--- config.mk ---
export PLATFORM = sky130hd
export DESIGN_NAME = pipeline_stall_controller
export DESIGN_NICKNAME = d
export VERILOG_FILES = /design/src/rtl/cpu_pkg.sv /design/src/rtl/load_use_detect.sv /design/src/rtl/pipeline_stall_controller.sv
export SDC_FILE = /design/constraint.sdc
export NUM_CORES = 1
export LEC_CHECK = 0
export CAP_MARGIN = 0
export CORE_MARGIN = 10
export CORE_UTILIZATION = 42
export CTS_CLUSTER_SIZE = 30
export DETAILED_ROUTE_END_ITERATION = 6
export DONT_BUFFER_PORTS = 1
export SKIP_LAST_GASP = 1
export SYNTH_ARGS = -nofsm -noshare
export SYNTH_HDL_FRONTEND = slang
export SYNTH_SLANG_ARGS = --single-unit
--- constraint.sdc ---
create_clock -name clock -period 2.6 [get_ports clock]
set_input_delay 0.39 -clock clock [delete_from_list [all_inputs] [get_ports clock]]
set_output_delay 0.39 -clock clock [all_outputs]
set_load 0.02 [all_outputs]
--- src/rtl/cpu_pkg.sv ---
// Shared pipeline-control definitions: stall-controller states, output bundle
// and the default register-address width / MUL-DIV latency.
package cpu_pkg;

    localparam int REG_ADDR_W    = 4;
    localparam int MULDIV_CYCLES = 4;

    typedef enum logic [1:0] {
        RUN    = 2'd0,
        MULDIV = 2'd1,
        DRAIN  = 2'd2,
        HALT   = 2'd3
    } state_e;

    typedef struct packed {
        logic pc_stop;
        logic if_id_hold;
        logic if_id_flush;
        logic id_ex_flush;
        logic ex_freeze;
    } stall_ctl_t;

    localparam stall_ctl_t CTL_NONE  = '{default: 1'b0};
    // PC and IF/ID held, bubble into EX: used for load-use, drain and halt.
    localparam stall_ctl_t CTL_STALL = '{pc_stop: 1'b1, if_id_hold: 1'b1, if_id_flush: 1'b0,
                                        id_ex_flush: 1'b1, ex_freeze: 1'b0};

endpackage

--- src/rtl/load_use_detect.sv ---
// Combinational load-use compare between the ID sources and the load in EX.
module load_use_detect #(
    parameter int REG_ADDR_W = cpu_pkg::REG_ADDR_W
) (
    input  logic [REG_ADDR_W-1:0] id_op1,
    input  logic [REG_ADDR_W-1:0] id_op2,
    input  logic                  id_uses_op1,
    input  logic                  id_uses_op2,
    input  logic                  ex_mem_read,
    input  logic [REG_ADDR_W-1:0] ex_write_reg,
    output logic                  load_use
);

    // Register 0 is compared like any other register.
    assign load_use = ex_mem_read &
                      ((id_uses_op1 & (id_op1 == ex_write_reg)) |
                       (id_uses_op2 & (id_op2 == ex_write_reg)));

endmodule

--- src/rtl/pipeline_stall_controller.sv ---
// Central stall/flush sequencer for the 5-stage pipeline: load-use stalls,
// branch flushes, MUL/DIV EX occupancy and HALT/error drain-and-stop.
module pipeline_stall_controller #(
    parameter int MULDIV_CYCLES = cpu_pkg::MULDIV_CYCLES,
    parameter int REG_ADDR_W    = cpu_pkg::REG_ADDR_W,
    parameter int DRAIN_CYCLES  = 3,
    parameter int CNT_W         = 16
) (
    input  logic                  clock,
    input  logic                  reset,
    input  logic [REG_ADDR_W-1:0] id_op1,
    input  logic [REG_ADDR_W-1:0] id_op2,
    input  logic                  id_uses_op1,
    input  logic                  id_uses_op2,
    input  logic                  ex_mem_read,
    input  logic [REG_ADDR_W-1:0] ex_write_reg,
    input  logic                  ex_muldiv,
    input  logic                  branch_taken,
    input  logic                  id_halt,
    input  logic                  id_error,
    output logic                  pc_stop,
    output logic                  if_id_hold,
    output logic                  if_id_flush,
    output logic                  id_ex_flush,
    output logic                  ex_freeze,
    output logic                  halted,
    output logic                  error_halt,
    output logic [CNT_W-1:0]      stall_count
);

    import cpu_pkg::*;

    localparam int MCNT_W = (MULDIV_CYCLES > 2) ? $clog2(MULDIV_CYCLES) : 1;
    localparam int DCNT_W = (DRAIN_CYCLES > 2) ? $clog2(DRAIN_CYCLES) : 1;

    state_e              state_q, state_d;
    logic [MCNT_W-1:0]   mcnt_q, mcnt_d;
    logic [DCNT_W-1:0]   dcnt_q, dcnt_d;
    logic                err_pend_q, err_pend_d;
    logic                halted_q, halted_d;
    logic                error_halt_q, error_halt_d;
    logic [CNT_W-1:0]    stall_count_q, stall_count_d;
    logic                load_use;
    stall_ctl_t          ctl_raw, ctl;

    load_use_detect #(.REG_ADDR_W(REG_ADDR_W)) u_load_use_detect (
        .id_op1       (id_op1),
        .id_op2       (id_op2),
        .id_uses_op1  (id_uses_op1),
        .id_uses_op2  (id_uses_op2),
        .ex_mem_read  (ex_mem_read),
        .ex_write_reg (ex_write_reg),
        .load_use     (load_use)
    );

    always_comb begin
        state_d      = state_q;
        mcnt_d       = mcnt_q;
        dcnt_d       = dcnt_q;
        err_pend_d   = err_pend_q;
        halted_d     = halted_q;
        error_halt_d = error_halt_q;
        ctl_raw      = CTL_NONE;
        unique case (state_q)
            RUN: begin
                if (branch_taken) begin
                    // Everything younger than the branch is wrong-path.
                    ctl_raw.if_id_flush = 1'b1;
                    ctl_raw.id_ex_flush = 1'b1;
                end else if (id_error) begin
                    ctl_raw.pc_stop     = 1'b1;
                    ctl_raw.id_ex_flush = 1'b1;
                    state_d             = DRAIN;
                    dcnt_d              = DCNT_W'(DRAIN_CYCLES - 1);
                    err_pend_d          = 1'b1;
                end else if (id_halt) begin
                    ctl_raw    = CTL_STALL;
                    state_d    = DRAIN;
                    dcnt_d     = DCNT_W'(DRAIN_CYCLES - 1);
                end else begin
                    if (load_use) ctl_raw = CTL_STALL;
                    if (ex_muldiv) begin
                        state_d = MULDIV;
                        mcnt_d  = MCNT_W'(MULDIV_CYCLES - 2);
                    end
                end
            end
            MULDIV: begin
                ctl_raw.pc_stop    = 1'b1;
                ctl_raw.if_id_hold = 1'b1;
                ctl_raw.ex_freeze  = 1'b1;
                if (mcnt_q == '0) state_d = RUN;
                else              mcnt_d  = mcnt_q - MCNT_W'(1);
            end
            DRAIN: begin
                ctl_raw = CTL_STALL;
                if (dcnt_q == '0) begin
                    state_d      = HALT;
                    halted_d     = 1'b1;
                    error_halt_d = err_pend_q;
                end else begin
                    dcnt_d = dcnt_q - DCNT_W'(1);
                end
            end
            HALT: begin
                ctl_raw = CTL_STALL;
            end
            default: state_d = RUN;
        endcase
    end

    assign ctl = reset ? ctl_raw : CTL_NONE;

    always_comb begin
        stall_count_d = stall_count_q;
        if (ctl.pc_stop && (stall_count_q != '1)) stall_count_d = stall_count_q + CNT_W'(1);
    end

    always_ff @(posedge clock) begin
        if (!reset) begin
            state_q       <= RUN;
            mcnt_q        <= '0;
            dcnt_q        <= '0;
            err_pend_q    <= 1'b0;
            halted_q      <= 1'b0;
            error_halt_q  <= 1'b0;
            stall_count_q <= '0;
        end else begin
            state_q       <= state_d;
            mcnt_q        <= mcnt_d;
            dcnt_q        <= dcnt_d;
            err_pend_q    <= err_pend_d;
            halted_q      <= halted_d;
            error_halt_q  <= error_halt_d;
            stall_count_q <= stall_count_d;
        end
    end

    assign pc_stop     = ctl.pc_stop;
    assign if_id_hold  = ctl.if_id_hold;
    assign if_id_flush = ctl.if_id_flush;
    assign id_ex_flush = ctl.id_ex_flush;
    assign ex_freeze   = ctl.ex_freeze;
    assign halted      = halted_q;
    assign error_halt  = error_halt_q;
    assign stall_count = stall_count_q;

endmodule
==> results of run 1 <==
-- where the power goes --
| part | internal (W) | switching [W] | leakage, nW | total [W] |
|---|---|---|---|---|
| sequential | 0.000438 | 0.0000699 | 0.203 | 0.000508 |
| combinational | 0.000196 | 0.000309 | 0.363 | 0.000504 |
| clock | 0.0000601 | 0.000118 | 0.0150 | 0.000178 |
| total | 0.000694 | 0.000497 | 0.581 | 0.00119 |
-- worst max-delay path by stage --
stage / endpoint / slack, ns / from
2_1_floorplan: if_id_hold / 0.66 / ex_write_reg[2]
3_3_place_gp: stall_count[8] / 0.47 / stall_count[0]
3_5_place_dp: stall_count[5] / 0.39 / state_q[0]
4_1_cts: pc_stop / 0.15 / state_q[0]
5_1_grt: pc_stop / 0.18 / state_q[1]
6_report: pc_stop / 0.30 / state_q[0]
-- state kept, by name, summed over array words and instances, names as in the netlist --
signal	count
error_halt	1
dcnt_q	2
halted	1
stall_count	16
err_pend_q	1
state_q	2
mcnt_q	2
-- worst max-delay path, cell delays in order (launching register included) --
cell	delay [ns]
dfxtp_1	0.36
inv_1	0.10
ha_1	0.33
o21ai_1	0.19
a22oi_2	0.37
inv_1	0.25
-- cell usage after synthesis, drive strengths merged, types with 3 or more instances --
| library cell | instances | area share [%] |
|---|---|---|
| o31ai | 4 | 2.0 |
| clkbuf | 5 | 1.2 |
| and3 | 6 | 2.5 |
| nor2 | 13 | 3.2 |
| xnor2 | 8 | 4.6 |
| nand3 | 9 | 3.3 |
| nor4 | 3 | 1.2 |
| a21oi | 12 | 4.0 |
| dfxtp | 25 | 33 |
| nand2 | 27 | 6.7 |
| inv | 12 | 3.0 |
| nor3 | 7 | 2.3 |
| ha | 7 | 5.8 |
| nand2b | 4 | 1.7 |
| mux2i | 11 | 7.3 |
| o21ai | 6 | 2.0 |
| nand4 | 3 | 1.7 |
-- logic make-up (layout without fill, tap and decap cells) --
logic type	count (synthesis)	count (layout)	synth area share [%]
simple gates	82	82	28.1
compound gates	36	36	16.1
flops	25	25	33.2
buf+inv	19	24	4.89
mux	11	11	7.30
xor+xnor	8	8	4.64
fa+ha+maj	7	7	5.80
-- layer usage --
layer	up-vias	track usage, %	part of all wire [%]
met5	-	0	0
met4	0	5.11	1.7
met3	8	6.31	13
met2	61	18.1	45
met1	628	13.2	40
li1	681	-	-
-- layout make-up --
cell class | count | area share, %
sequential | 25 | 30.8
clock buffer | 4 | 1.62
tap | 46 | 3.54
inverter | 12 | 2.77
multi-input combinational | 144 | 57.5
timing repair buffer | 8 | 3.70
-- per-stage QoR --
step	utilization (%)	total power (W)	instances	cell area, um2	setup WS [ns]
6_report	47.5	0.00119	239	1620	0.299
4_1_cts	46.7	0.00117	235	1590	0.149
3_5_place_dp	45.9	0.000991	231	1570	0.390
5_1_grt	47.5	0.00128	239	1620	0.181
3_3_place_gp	45.9	0.000963	231	1570	0.471
2_1_floorplan	-	0.000887	188	1510	0.664
-- cells in the final DEF (no fill, tap or decap), drive strengths merged, types with 8 or more instances in the layout --
cell type   n
a21oi      12
buf         8
dfxtp      25
inv        12
mux2i      11
nand2      27
nand3       9
nor2       13
xnor2       8
-- timing repair --
item | CTS | global route
buffers inserted | 0 | 4
endpoints found under the setup margin | 0 | 1
hold buffers | 0 | 0
==> metrics.txt, run 1 <==
# TYPE chip_impl_metric gauge
chip_impl_metric{name="dp_hpwl",unit="mm"} 2.96
chip_impl_metric{name="placement_rows",unit=""} 21
chip_impl_metric{name="rrSetupSlack",unit="ns"} 0.42
chip_impl_metric{name="chip_width",unit="um"} 79.9
chip_impl_metric{name="flow.area_growth_from_synthesis",unit="%"} 7.63
chip_impl_metric{name="yosysSeqAreaShare",unit="%"} 33.2
chip_impl_metric{name="via_count_of_the_first_global_routing_pass",unit=""} 1311
chip_impl_metric{name="timing.final.setup_violations",unit=""} 0
chip_impl_metric{name="post_cts_resize_count",unit=""} 0
chip_impl_metric{name="cts-buffers-inserted",unit=""} 3
chip_impl_metric{name="antenna_violations_before_repair",unit=""} 0
chip_impl_info{name="hp_start",value="reset"} 1
chip_impl_metric{name="worst-r2r-cell-count",unit=""} 6
chip_impl_metric{name="grt_remaining_overflow",unit=""} 0
chip_impl_metric{name="nNetsFinal",unit=""} 222
chip_impl_info{name="status",value="completed"} 1
chip_impl_info{name="clock_tree.root_cell",value="clkbuf_4"} 1
chip_impl_metric{name="number_of_violations_of_the_max_capacitance_limit",unit=""} 0
chip_impl_info{name="timing.critical_path.from_type",value="flop"} 1
chip_impl_metric{name="async_reset_ff_share",unit="%"} 0
chip_impl_metric{name="cellLeakagePower",unit="nW"} 0.581
chip_impl_metric{name="hold-path-cell-count",unit=""} 1
chip_impl_metric{name="yosys.cell_types.count",unit=""} 41
chip_impl_metric{name="grt_pass1_wl",unit="mm"} 6.28
chip_impl_metric{name="slew_violations",unit=""} 0
chip_impl_metric{name="synthCells",unit=""} 188
chip_impl_metric{name="detail_route.wirelength",unit="mm"} 3.82
chip_impl_metric{name="synth.avg_cell_area",unit="um2"} 8.03
chip_impl_metric{name="initial_core_utilization",unit="%"} 44.2
chip_impl_info{name="path_class",value="reg2out"} 1
chip_impl_metric{name="fin_worst_hold_slack",unit="ns"} 0.190
chip_impl_metric{name="grt_max_degree",unit=""} 24
chip_impl_metric{name="die_height",unit="um"} 79.9
chip_impl_metric{name="seq_cell_area",unit="um2"} 500
chip_impl_metric{name="worst_skew_pair.late_latency",unit="ns"} 0.32
chip_impl_metric{name="fin_crit_sh",unit="%"} 88.5
chip_impl_info{name="hp-class",value="in2reg"} 1
chip_impl_metric{name="ys_warn_count",unit=""} 0
chip_impl_metric{name="pwr_density_cell",unit="nW/um2"} 733
chip_impl_metric{name="cts.htree.levels",unit=""} 1
chip_impl_metric{name="layout-drive-gt1-share",unit="%"} 9.84
chip_impl_metric{name="totalNegativeSetupSlack",unit="ns"} 0
chip_impl_metric{name="num-fill-cells",unit=""} 326
chip_impl_metric{name="finalWorstPathRequiredPeriod",unit="ns"} 2.30
chip_impl_metric{name="path_clk_slew",unit="ns"} 0.14
chip_impl_metric{name="combined_area_of_the_multi_input_logic_cells",unit="um2"} 935
chip_impl_info{name="cts_tree",value="yes"} 1
chip_impl_info{name="whs_endpoint",value="stall_count[12]"} 1
chip_impl_metric{name="vdd.ir_drop.worst",unit="mV"} 0.544
chip_impl_metric{name="routabilityCongestion",unit=""} 0.858
chip_impl_metric{name="cts_buffer_depth",unit=""} 2
chip_impl_info{name="timing.critical_path.to_type",value="output pin"} 1
chip_impl_metric{name="worst_ep_required_time",unit="ns"} 2.21
chip_impl_metric{name="antenna_left",unit=""} 0
chip_impl_metric{name="wl_per_cell",unit="um"} 16.0
chip_impl_metric{name="fmaxAchievable",unit="MHz"} 435
chip_impl_metric{name="floorplan.io_pins",unit=""} 44
chip_impl_metric{name="vias",unit=""} 1378
chip_impl_metric{name="insertedDiodeCount",unit=""} 0
chip_impl_info{name="synth_flop_cell",value="dfxtp_1"} 1
chip_impl_metric{name="floorplan.core_area",unit="um2"} 3420
chip_impl_metric{name="clock_sink_count",unit=""} 25
chip_impl_metric{name="mappedNetlistNets",unit=""} 216
chip_impl_info{name="worstReg2RegStart",value="stall_count[0]"} 1
chip_impl_metric{name="worst-path-max-fanout",unit=""} 10
chip_impl_metric{name="drt_iter0_markers",unit=""} 75
chip_impl_metric{name="post-route-drc-count",unit=""} 0
chip_impl_metric{name="synth_edf_count",unit=""} 0
chip_impl_info{name="reg2reg_to",value="stall_count[5]"} 1
chip_impl_metric{name="routed_via_density",unit=""} 5.77
chip_impl_metric{name="global_route_usage_over_all_layers",unit="%"} 11.8
chip_impl_metric{name="slew_headroom",unit="%"} 66.3
chip_impl_metric{name="dieArea",unit="um2"} 6390
chip_impl_metric{name="hold_viol",unit=""} 0
chip_impl_metric{name="slew_at_the_pin_closest_to_its_max_slew_limit",unit="ns"} 0.507
chip_impl_metric{name="dr.pass1.iters",unit=""} 4
chip_impl_metric{name="cp_data_arrival_time",unit="ns"} 1.91
chip_impl_metric{name="fin_skew",unit="ns"} 0.00527
chip_impl_metric{name="numPortBuffers",unit=""} 0
chip_impl_metric{name="ys_ff_latch",unit=""} 25
chip_impl_metric{name="syn_area",unit="um2"} 1510
chip_impl_info{name="rsz0062_at_grt",value="no"} 1
(Power assumes the default switching activity.)
==> inputs of run 2 (changes only) <==
--- a/config.mk
+++ b/config.mk
@@ -6,7 +6,7 @@
 export NUM_CORES = 1
 export LEC_CHECK = 0
 export CAP_MARGIN = 0
-export CORE_MARGIN = 10
+export CORE_MARGIN = 1.5
 export CORE_UTILIZATION = 42
 export CTS_CLUSTER_SIZE = 30
 export DETAILED_ROUTE_END_ITERATION = 6
==> run 2 against run 1 <==
Non-clock buffer count down 2; combinational power decreased by 3%; setup slack got worse by 0.024 ns; global-route usage grew 5.2 points; critical path depth unchanged; final cell count decreased by 0.84%; sequential share of layout area rose by 0.22 points; sequential cell count is the same; first-iteration DRC count increased by 29%; critical endpoint unchanged.
==> metrics.txt, run 2 (synthesis gave the netlist of run 1 again) <==
# TYPE chip_impl_metric gauge
chip_impl_info{name="status",value="completed"} 1
chip_impl_metric{name="die_height",unit="um"} 62.9
chip_impl_info{name="timing.critical_path.from_type",value="flop"} 1
chip_impl_metric{name="hold_viol",unit=""} 0
chip_impl_metric{name="via_count_of_the_first_global_routing_pass",unit=""} 1213
chip_impl_metric{name="drt_iter0_markers",unit=""} 97
chip_impl_metric{name="layout-drive-gt1-share",unit="%"} 9.42
chip_impl_metric{name="floorplan.io_pins",unit=""} 44
chip_impl_metric{name="fin_skew",unit="ns"} 0.00199
chip_impl_metric{name="flow.area_growth_from_synthesis",unit="%"} 6.88
chip_impl_metric{name="worst-r2r-cell-count",unit=""} 6
chip_impl_metric{name="placement_rows",unit=""} 21
chip_impl_metric{name="holdBufCountCts",unit=""} 0
chip_impl_metric{name="antenna_left",unit=""} 0
chip_impl_metric{name="post-route-cell-area",unit="um2"} 1610
chip_impl_metric{name="worst-path-max-fanout",unit=""} 10
chip_impl_metric{name="max_ffs_per_register",unit=""} 16
chip_impl_metric{name="post-route-drc-count",unit=""} 0
chip_impl_info{name="grt_busiest_layer",value="met2"} 1
chip_impl_metric{name="finalWorstPathRequiredPeriod",unit="ns"} 2.33
chip_impl_metric{name="cts_buffer_depth",unit=""} 2
chip_impl_metric{name="slew_at_the_pin_closest_to_its_max_slew_limit",unit="ns"} 0.454
chip_impl_info{name="rsz0062_at_grt",value="no"} 1
chip_impl_metric{name="utilization",unit="%"} 47.6
chip_impl_metric{name="dpl_cell_area",unit="um2"} 1550
chip_impl_metric{name="routabilityCongestion",unit=""} 0.800
chip_impl_metric{name="dr.pass1.iters",unit=""} 4
chip_impl_metric{name="totalNegativeSetupSlack",unit="ns"} 0
chip_impl_metric{name="chip_width",unit="um"} 62.9
chip_impl_metric{name="path_clk_slew",unit="ns"} 0.15
chip_impl_info{name="path_class",value="reg2out"} 1
chip_impl_metric{name="rrSetupSlack",unit="ns"} 0.49
chip_impl_metric{name="antenna_violations_before_repair",unit=""} 0
chip_impl_metric{name="final_cells",unit=""} 237
chip_impl_metric{name="worst_ep_required_time",unit="ns"} 2.21
chip_impl_metric{name="post_cts_resize_count",unit=""} 0
chip_impl_metric{name="fin_crit_sh",unit="%"} 89.4
chip_impl_metric{name="grt_pass1_wl",unit="mm"} 5.58
chip_impl_info{name="whs_endpoint",value="stall_count[12]"} 1
chip_impl_metric{name="global_route_usage_over_all_layers",unit="%"} 17.0
chip_impl_info{name="layout.cells.most_common_list",value="nand2_1 (27), dfxtp_1 (25), nor2_1 (13), inv_1 (12), a21oi_1 (12)"} 1
chip_impl_metric{name="hold-path-cell-count",unit=""} 1
chip_impl_info{name="hp_start",value="reset"} 1
chip_impl_metric{name="nNetsFinal",unit=""} 220
chip_impl_metric{name="number_of_violations_of_the_max_capacitance_limit",unit=""} 0
chip_impl_metric{name="cts-buffers-inserted",unit=""} 3
chip_impl_metric{name="detail_route.wirelength",unit="mm"} 3.37
chip_impl_metric{name="fin_worst_hold_slack",unit="ns"} 0.193
chip_impl_metric{name="dieArea",unit="um2"} 3960
chip_impl_metric{name="clock_sink_count",unit=""} 25
chip_impl_metric{name="routed_via_density",unit=""} 5.73
chip_impl_metric{name="timing.final.setup_violations",unit=""} 0
chip_impl_metric{name="vias",unit=""} 1359
chip_impl_metric{name="grt_remaining_overflow",unit=""} 0
chip_impl_metric{name="grtUsageMet3",unit="%"} 3.42
chip_impl_metric{name="numPortBuffers",unit=""} 0
chip_impl_info{name="reg2reg_to",value="stall_count[2]"} 1
chip_impl_metric{name="grt_max_degree",unit=""} 24
chip_impl_info{name="hp-class",value="in2reg"} 1
chip_impl_metric{name="fmaxAchievable",unit="MHz"} 430
chip_impl_info{name="timing.critical_path.to_type",value="output pin"} 1
chip_impl_metric{name="vdd.ir_drop.worst",unit="mV"} 0.416
chip_impl_metric{name="dp_hpwl",unit="mm"} 2.48
chip_impl_metric{name="insertedDiodeCount",unit=""} 0
chip_impl_metric{name="pwr_density_cell",unit="nW/um2"} 730
chip_impl_metric{name="postCtsSetupRepairBufs",unit=""} 0
chip_impl_info{name="clock_tree.root_cell",value="clkbuf_4"} 1
chip_impl_metric{name="grt_use_met1",unit="%"} 20.2
chip_impl_metric{name="cellLeakagePower",unit="nW"} 0.570
chip_impl_metric{name="met2_resource_use_gr",unit="%"} 29.9
chip_impl_metric{name="cts.htree.levels",unit=""} 1
chip_impl_info{name="worstReg2RegStart",value="stall_count[0]"} 1
chip_impl_metric{name="wl_per_cell",unit="um"} 14.2
chip_impl_metric{name="worst_skew_pair.late_latency",unit="ns"} 0.32
chip_impl_metric{name="initial_core_utilization",unit="%"} 44.5
chip_impl_metric{name="floorplan.core_area",unit="um2"} 3390
chip_impl_metric{name="dp_cells",unit=""} 229
chip_impl_info{name="final_common_cell",value="nand2_1"} 1
chip_impl_metric{name="slew_violations",unit=""} 0
chip_impl_info{name="cts_tree",value="yes"} 1
chip_impl_metric{name="slew_headroom",unit="%"} 69.7
chip_impl_metric{name="cp_data_arrival_time",unit="ns"} 1.94
==> run 2: changes by cell type in the layout (fill, tap and decap cells not counted) <==
cell        before  now
buf_4            8    6
clkinvlp_4       0    1
clkbuf_1         1    0
==> run 2: critical path: stages, from the launching register on <==
cell and delay [ns]:
dfxtp_1 0.36, inv_1 0.10, ha_1 0.32, o21ai_1 0.18, a22oi_2 0.38, inv_1 0.26
==> run 2: routing by layer <==
layer  share of wire [%]  up-vias
met3                 4.0        2
met2                  51       27
met1                  44      654
met4                0.68        0
met5                   0        -
li1                    -      676
==> run 2: power by group <==
| group | switching (W) | leakage [nW] | total, W | internal, W |
|---|---|---|---|---|
| Combinational | 0.000300 | 0.353 | 0.000489 | 0.000190 |
| Sequential | 0.0000659 | 0.203 | 0.000504 | 0.000438 |
| Clock | 0.000125 | 0.0139 | 0.000184 | 0.0000588 |
==> run 2: metrics by stage <==
step           worst slack [ns]  power (W)
4_1_cts                  0.0744    0.00116
3_5_place_dp              0.324   0.000977
6_report                  0.275    0.00118
3_3_place_gp              0.410   0.000956
2_1_floorplan             0.664   0.000887
5_1_grt                   0.134    0.00126
==> run 2: worst max path at each step <==
| stage | start | endpoint | cells past startpoint |
|---|---|---|---|
| 4_1_cts | state_q[0] | pc_stop | 5 |
| 5_1_grt | state_q[0] | pc_stop | 5 |
| 3_5_place_dp | state_q[0] | stall_count[2] | 7 |
| 6_report | state_q[0] | pc_stop | 5 |
| 2_1_floorplan | ex_write_reg[2] | if_id_hold | 6 |
| 3_3_place_gp | state_q[0] | stall_count[2] | 7 |
==> run 2: final cells by class <==
cell class	instances	area (um2)
fillers	335	1780
multi-input cells	144	935
flip-flops and latches	25	500
well taps	46	57.6
repair buffers	6	45.0
inverters	12	45.0
clock buffers	3	22.5
clock inverters	1	7.51
